File: src/rtl/imm_gen_pipe.sv
// Pipelined RISC-V immediate generator: combinational decode of the incoming
// instruction feeding a two-entry (main + skid) valid/ready output buffer.
module imm_gen_pipe #(
    parameter int XLEN  = 32,
    parameter int CNT_W = 8
) (
    input  logic             clk,
    input  logic             rst_n,
    input  logic             flush,
    input  logic             in_valid,
    output logic             in_ready,
    input  logic [31:0]      in_inst,
    output logic             out_valid,
    input  logic             out_ready,
    output logic [XLEN-1:0]  out_imm,
    output logic [2:0]       out_fmt,
    output logic             out_illegal,
    output logic [CNT_W-1:0] illegal_cnt
);

    localparam logic [2:0] FMT_I     = 3'd0;
    localparam logic [2:0] FMT_S     = 3'd1;
    localparam logic [2:0] FMT_B     = 3'd2;
    localparam logic [2:0] FMT_U     = 3'd3;
    localparam logic [2:0] FMT_J     = 3'd4;
    localparam logic [2:0] FMT_SHIFT = 3'd5;
    localparam logic [2:0] FMT_NONE  = 3'd7;

    localparam logic [6:0] OP_LOAD    = 7'b0000011;
    localparam logic [6:0] OP_IMM     = 7'b0010011;
    localparam logic [6:0] OP_IMM32   = 7'b0011011;
    localparam logic [6:0] OP_JALR    = 7'b1100111;
    localparam logic [6:0] OP_SYSTEM  = 7'b1110011;
    localparam logic [6:0] OP_STORE   = 7'b0100011;
    localparam logic [6:0] OP_BRANCH  = 7'b1100011;
    localparam logic [6:0] OP_LUI     = 7'b0110111;
    localparam logic [6:0] OP_AUIPC   = 7'b0010111;
    localparam logic [6:0] OP_JAL     = 7'b1101111;
    localparam logic [6:0] OP_REG     = 7'b0110011;
    localparam logic [6:0] OP_REG32   = 7'b0111011;

    localparam logic             IS_RV64 = (XLEN == 32'sd64);
    localparam logic [CNT_W-1:0] CNT_MAX = {CNT_W{1'b1}};

    logic [XLEN-1:0]  dec_imm_s;
    logic [2:0]       dec_fmt_s;
    logic             dec_ill_s;
    logic             is_shift_s;
    logic             accept_s;
    logic             drain_s;

    logic             main_valid_r;
    logic [XLEN-1:0]  main_imm_r;
    logic [2:0]       main_fmt_r;
    logic             main_ill_r;
    logic             skid_valid_r;
    logic [XLEN-1:0]  skid_imm_r;
    logic [2:0]       skid_fmt_r;
    logic             skid_ill_r;
    logic             in_ready_r;
    logic [CNT_W-1:0] illegal_cnt_r;

    // Instruction decode: format, illegal flag and XLEN-wide immediate.
    always_comb begin
        dec_imm_s  = {XLEN{1'b0}};
        dec_fmt_s  = FMT_NONE;
        dec_ill_s  = 1'b0;
        is_shift_s = (in_inst[14:12] == 3'b001) || (in_inst[14:12] == 3'b101);
        case (in_inst[6:0])
            OP_LOAD, OP_JALR, OP_SYSTEM: begin
                dec_fmt_s = FMT_I;
                dec_imm_s = XLEN'($signed(in_inst[31:20]));
            end
            OP_IMM: begin
                if (is_shift_s) begin
                    dec_fmt_s = FMT_SHIFT;
                    // shamt[5] only exists on RV64; inst[30] selects arithmetic shift
                    if (IS_RV64) begin
                        dec_imm_s = XLEN'(in_inst[25:20]);
                    end else begin
                        dec_imm_s = XLEN'(in_inst[24:20]);
                    end
                end else begin
                    dec_fmt_s = FMT_I;
                    dec_imm_s = XLEN'($signed(in_inst[31:20]));
                end
            end
            OP_IMM32: begin
                if (!IS_RV64) begin
                    dec_ill_s = 1'b1;
                end else if (is_shift_s) begin
                    dec_fmt_s = FMT_SHIFT;
                    dec_imm_s = XLEN'(in_inst[24:20]);
                end else begin
                    dec_fmt_s = FMT_I;
                    dec_imm_s = XLEN'($signed(in_inst[31:20]));
                end
            end
            OP_STORE: begin
                dec_fmt_s = FMT_S;
                dec_imm_s = XLEN'($signed({in_inst[31:25], in_inst[11:7]}));
            end
            OP_BRANCH: begin
                dec_fmt_s = FMT_B;
                dec_imm_s = XLEN'($signed({in_inst[31], in_inst[7], in_inst[30:25],
                                           in_inst[11:8], 1'b0}));
            end
            OP_LUI, OP_AUIPC: begin
                dec_fmt_s = FMT_U;
                dec_imm_s = XLEN'($signed({in_inst[31:12], 12'd0}));
            end
            OP_JAL: begin
                dec_fmt_s = FMT_J;
                dec_imm_s = XLEN'($signed({in_inst[31], in_inst[19:12], in_inst[20],
                                           in_inst[30:21], 1'b0}));
            end
            OP_REG: begin
                dec_ill_s = 1'b0;
            end
            OP_REG32: begin
                dec_ill_s = !IS_RV64;
            end
            default: begin
                dec_ill_s = 1'b1;
            end
        endcase
    end

    // Handshake qualifiers for this cycle.
    always_comb begin
        accept_s = in_valid && in_ready_r;
        drain_s  = main_valid_r && out_ready;
    end

    // Main/skid buffer, registered ready and saturating illegal counter.
    always_ff @(posedge clk) begin
        if (!rst_n) begin
            main_valid_r  <= 1'b0;
            main_imm_r    <= {XLEN{1'b0}};
            main_fmt_r    <= FMT_NONE;
            main_ill_r    <= 1'b0;
            skid_valid_r  <= 1'b0;
            skid_imm_r    <= {XLEN{1'b0}};
            skid_fmt_r    <= FMT_NONE;
            skid_ill_r    <= 1'b0;
            in_ready_r    <= 1'b1;
            illegal_cnt_r <= {CNT_W{1'b0}};
        end else if (flush) begin
            main_valid_r <= 1'b0;
            skid_valid_r <= 1'b0;
            in_ready_r   <= 1'b1;
        end else begin
            if (accept_s && dec_ill_s && (illegal_cnt_r != CNT_MAX)) begin
                illegal_cnt_r <= illegal_cnt_r + CNT_W'(1);
            end
            if (!main_valid_r) begin
                if (accept_s) begin
                    main_valid_r <= 1'b1;
                    main_imm_r   <= dec_imm_s;
                    main_fmt_r   <= dec_fmt_s;
                    main_ill_r   <= dec_ill_s;
                end
            end else if (skid_valid_r) begin
                // full: in_ready is low, so only a drain can change state
                if (drain_s) begin
                    main_imm_r   <= skid_imm_r;
                    main_fmt_r   <= skid_fmt_r;
                    main_ill_r   <= skid_ill_r;
                    skid_valid_r <= 1'b0;
                    in_ready_r   <= 1'b1;
                end
            end else if (drain_s && accept_s) begin
                main_imm_r <= dec_imm_s;
                main_fmt_r <= dec_fmt_s;
                main_ill_r <= dec_ill_s;
            end else if (drain_s) begin
                main_valid_r <= 1'b0;
            end else if (accept_s) begin
                skid_valid_r <= 1'b1;
                skid_imm_r   <= dec_imm_s;
                skid_fmt_r   <= dec_fmt_s;
                skid_ill_r   <= dec_ill_s;
                in_ready_r   <= 1'b0;
            end
        end
    end

    assign in_ready    = in_ready_r;
    assign out_valid   = main_valid_r;
    assign out_imm     = main_imm_r;
    assign out_fmt     = main_fmt_r;
    assign out_illegal = main_ill_r;
    assign illegal_cnt = illegal_cnt_r;

endmodule

File: config.mk
export PLATFORM = sky130hd
export DESIGN_NAME = imm_gen_pipe
export DESIGN_NICKNAME = d
export VERILOG_FILES = /design/src/rtl/imm_gen_pipe.sv
export SDC_FILE = /design/constraint.sdc
export NUM_CORES = 1
export LEC_CHECK = 0
export BUFFER_PORTS_ARGS = -buffer_cell sky130_fd_sc_hd__buf_2
export CAP_MARGIN = 0
export CORE_ASPECT_RATIO = 0.5
export CORE_MARGIN = 2
export CORE_UTILIZATION = 30
export CTS_CLUSTER_SIZE = 8
export DETAILED_ROUTE_END_ITERATION = 10
export GPL_TIMING_DRIVEN = 0
export HOLD_SLACK_MARGIN = 0.1
export PLACE_DENSITY_LB_ADDON = 0.08
export SYNTH_ARGS = -nofsm -noshare
export SYNTH_HDL_FRONTEND = slang
export SYNTH_SLANG_ARGS = --single-unit
File: constraint.sdc
create_clock -name clk -period 1.8 [get_ports clk]
set_input_delay 0.27 -clock clk [delete_from_list [all_inputs] [get_ports clk]]
set_output_delay 0.27 -clock clk [all_outputs]
set_load 0.01 [all_outputs]
==> results.md <==
* Worst Skew at slightly below 0.009 ns
* Initial antenna violation count at 0
* Total power divided by cell area at 820 mW/mm2
* Syn_nets at between 500 and 600
* Count of cell types in the netlist at 59
* Number of buffers inserted for hold repair after clock tree synthesis at 0
* Required time of the critical path at between 2 and 2.5 ns
* Crit. Startpoint: out_valid$_SDFF_PP0_
* Worst r2r src: out_valid$_SDFF_PP0_
* Port bufs at just under 80
* Ports at 83
* Setup violators final at 0
* Post-detailed-route wirelength per cell at roughly 18 um
* Worst min-delay path category: input port to flop
* Total net switching power at 1.10 mW
* Register-to-register setup slack at 0.04 ns
* Vias per std cell at around 5.3
* Cell type contributing the most total cell area after synthesis: sky130_fd_sc_hd__dfxtp_1
* Placed wire-length estimate at between 9000 and 10000 um
* Warning count from the yosys run at 0
* DIE AREA at 0.0146 mm2
* Net count of the finished layout at 615
* Clock tree from TritonCTS: done
* Maximum level of the CTS H-tree at 3
* Critical Setup Path Class: flop to flop
* Top cell type's share of synthesized area at 40.8%
* Critical register-to-register path endpoint: out_imm[17]$_SDFFE_PN0P_
* Max-cap violations at 0
* Area growth from synthesis to layout at 27.8%
* Post-synth design cell area at 0.00408 mm2
* Switching share of power at 25.7%
* Post-synthesis async set-or-reset flop share at 0%
* Total iterations of the first detailed-routing run at 4
* Type of element capturing the critical path: flop
* Hold violation count in the final report at 0
* Count of nets left with antenna violations after detail routing at 0
* Number of synthesized flops with an enable pin at 0
* Crit path arrival time at 1.99 ns
* Final core occ at 38.9%
* Post-Place Worst Slack at -0.445 ns
* Die H at around 86 um
* End point of the critical path: out_imm[17]$_SDFFE_PN0P_
* Layout cell share with drive strength beyond 1 at between 30% and 40%
* Crit path launch type: flop
* Combined global-route utilization of all metal layers at between 10% and 20%
* Slew @ Worst Pin at 0.713 ns
* Area of placed instances at 0.00470 mm2
* Final worst path period need at ~1.8 ns
* Flip-flop and latch count after synthesis at 83
* Startpoint of the worst hold path: in_inst[16]
* Routed WL at 13800 um
* Count of clock tree sinks at 83
* Vias after detailed routing at 3986
* Clock network fraction of design power at 44.6%
* Setup repair after global routing missed its margin: yes
* Syn_area_per_cell at about 8.5 um2
* Portion of the post-synthesis area used by sequential elements at 40.8%
* Number of buffers between clock root and the deepest sink at 2
* Most used flip-flop cell after synthesis: sky130_fd_sc_hd__dfxtp_1
* Fin. max-slew vios at 0
* Maximum vdd drop at around 0.36 mV
* Initial Utilization at 30.4%
* Portion of total power attributed to sequential cells at between 40% and 50%
* Fin worst setup slack at 0.0366 ns
* Int Power at 3.18 mW
* Highest clock frequency the design can meet at roughly 570 MHz
* Antenna diode count at 0
* Post-detailed-route DRC marker count at 0
* Most common library cells after synthesis: sky130_fd_sc_hd__dfxtp_1, sky130_fd_sc_hd__nand2_1, sky130_fd_sc_hd__o21ai_0
* Number of buffers inserted during clock tree synthesis at 9
* Number of instances in the synthesized netlist at 478
* Core Region at 0.0134 mm2
* Worst slew margin relative to its limit at 52.0%
* Clock transition at the register clock pins on the worst setup and hold paths after CTS at 0.07 ns
* Final cell area excluding filler cells at 0.00521 mm2
* First-pass GRT wire length at about 22000 um
* Starting DRC count in detailed routing at 163
* Design Power at between 4 and 5 mW
* Cells taking the most area after synthesis: sky130_fd_sc_hd__dfxtp_1, sky130_fd_sc_hd__nand2_1, sky130_fd_sc_hd__o21ai_0
* Final cycle utilization of the critical path at 98.0%
* Leak pwr at 2.05 nW
* Most frequent cell after synthesis: sky130_fd_sc_hd__dfxtp_1
* Max Fanout on Critical Path at 5
* Remaining global-route overflow at 0
* Standard-cell row count at 30
* Largest net degree at the start of global routing at 15
* Final estimated routing congestion in global placement at 0.800
* Buffer cell driving the clock tree root: sky130_fd_sc_hd__clkbuf_16
* Outcome: finished, final reports clean
* Clock insertion delay at the later pin of the skew report at between 0.3 and 0.4 ns
* Worst Reg2Reg Path Length in Cells at 7
* Comb power frac at 10.8%
* Die X-Extent at 169 um
* Vias in the first global route at 3802
power by group through the flow:
stage	registers (mW)	logic [mW]	clock network (mW)
after floorplan	1.96	0.224	0
after global placement	1.95	0.425	0
after detailed placement	1.95	0.427	0
after CTS	1.91	0.442	1.96
after global routing	1.91	0.509	2.03
final	1.91	0.460	1.91
routing by layer:
layer  routed length, um  track usage (%)
met5                   0                0
met4                 159             5.64
met3                 671             4.47
met2                5850             29.2
met1                7090             27.7
state kept, by name (all words and copies together) (netlist names):
register and flops:
out_imm 32, skid_imm_r 32, illegal_cnt 8, out_fmt 3
skid_fmt_r 3, in_ready 1, out_illegal 1, out_valid 1
skid_ill_r 1, skid_valid_r 1
area by class of cell:
| cell class | count | area [um2] |
|---|---|---|
| Clock buffer | 11 | 243 |
| Tap cell | 176 | 220 |
| Multi-Input combinational cell | 347 | 2260 |
| Timing Repair Buffer | 89 | 489 |
| Fill cell | 1437 | 8190 |
| Buffer | 43 | 260 |
| Clock inverter | 5 | 62.6 |
| Inverter | 4 | 15.0 |
| Sequential cell | 83 | 1660 |
critical path: stages (launching register included):
cell                       delay, ns
sky130_fd_sc_hd__dfxtp_2        0.33
sky130_fd_sc_hd__buf_6          0.12
sky130_fd_sc_hd__nor2b_2        0.17
sky130_fd_sc_hd__or3_4          0.38
sky130_fd_sc_hd__buf_8          0.15
sky130_fd_sc_hd__or3_4          0.33
sky130_fd_sc_hd__o211ai_1       0.12
sky130_fd_sc_hd__a21oi_2        0.04
kinds of logic (layout without fill, tap and decap cells):
logic type	after synthesis	after routing	synth area share [%]
AOI/OAI and AO/OA	173	173	30.0
and+or+nand+nor	165	165	21.4
DFF	83	83	40.8
buffers and inverters	48	152	5.77
xor gates and xnor gates	6	6	1.29
muxes	2	2	0.491
adders and majority gates	1	1	0.307
worst min path at each step:
| stage | end | depth (start not counted) |
|---|---|---|
| finish | out_imm[16]$_SDFFE_PN0P_ | 3 |
| global route | out_imm[16]$_SDFFE_PN0P_ | 3 |
| CTS | out_imm[16]$_SDFFE_PN0P_ | 3 |
| detailed placement | out_imm[29]$_SDFFE_PN0P_ | 2 |
| global placement | out_imm[24]$_SDFFE_PN0P_ | 2 |
| floorplan | skid_valid_r$_SDFFE_PP0P_ | 1 |
stage by stage:
stage / cells / TNS [ns] / hold WS [ns]
6_report: 758 / 0 / 0.180
5_1_grt: 758 / -0.116 / 0.181
3_3_place_gp: 733 / -24.27 / 0.436
3_5_place_dp: 733 / -23.97 / 0.442
4_1_cts: 752 / 0 / 0.174
2_1_floorplan: 478 / 0 / 0.370
cell usage in the layout, fill, tap and decap left out, types with 12 or more instances in the layout:
cell                        n
sky130_fd_sc_hd__buf_2     90
sky130_fd_sc_hd__dfxtp_1   81
sky130_fd_sc_hd__nand2_1   67
sky130_fd_sc_hd__o21ai_0   49
sky130_fd_sc_hd__a21oi_2   19
sky130_fd_sc_hd__a21oi_1   18
sky130_fd_sc_hd__and2_1    18
sky130_fd_sc_hd__clkbuf_1  14
sky130_fd_sc_hd__nor2_1    13
sky130_fd_sc_hd__o211ai_1  12
what timing repair did:
item,4_1_cts,5_1_grt
setup endpoints to repair,71,30
gates cloned,0,2
gates resized for setup,21,23
buffers inserted,4,4
pin swaps,2,5
Power figures use the tool's default switching activity.
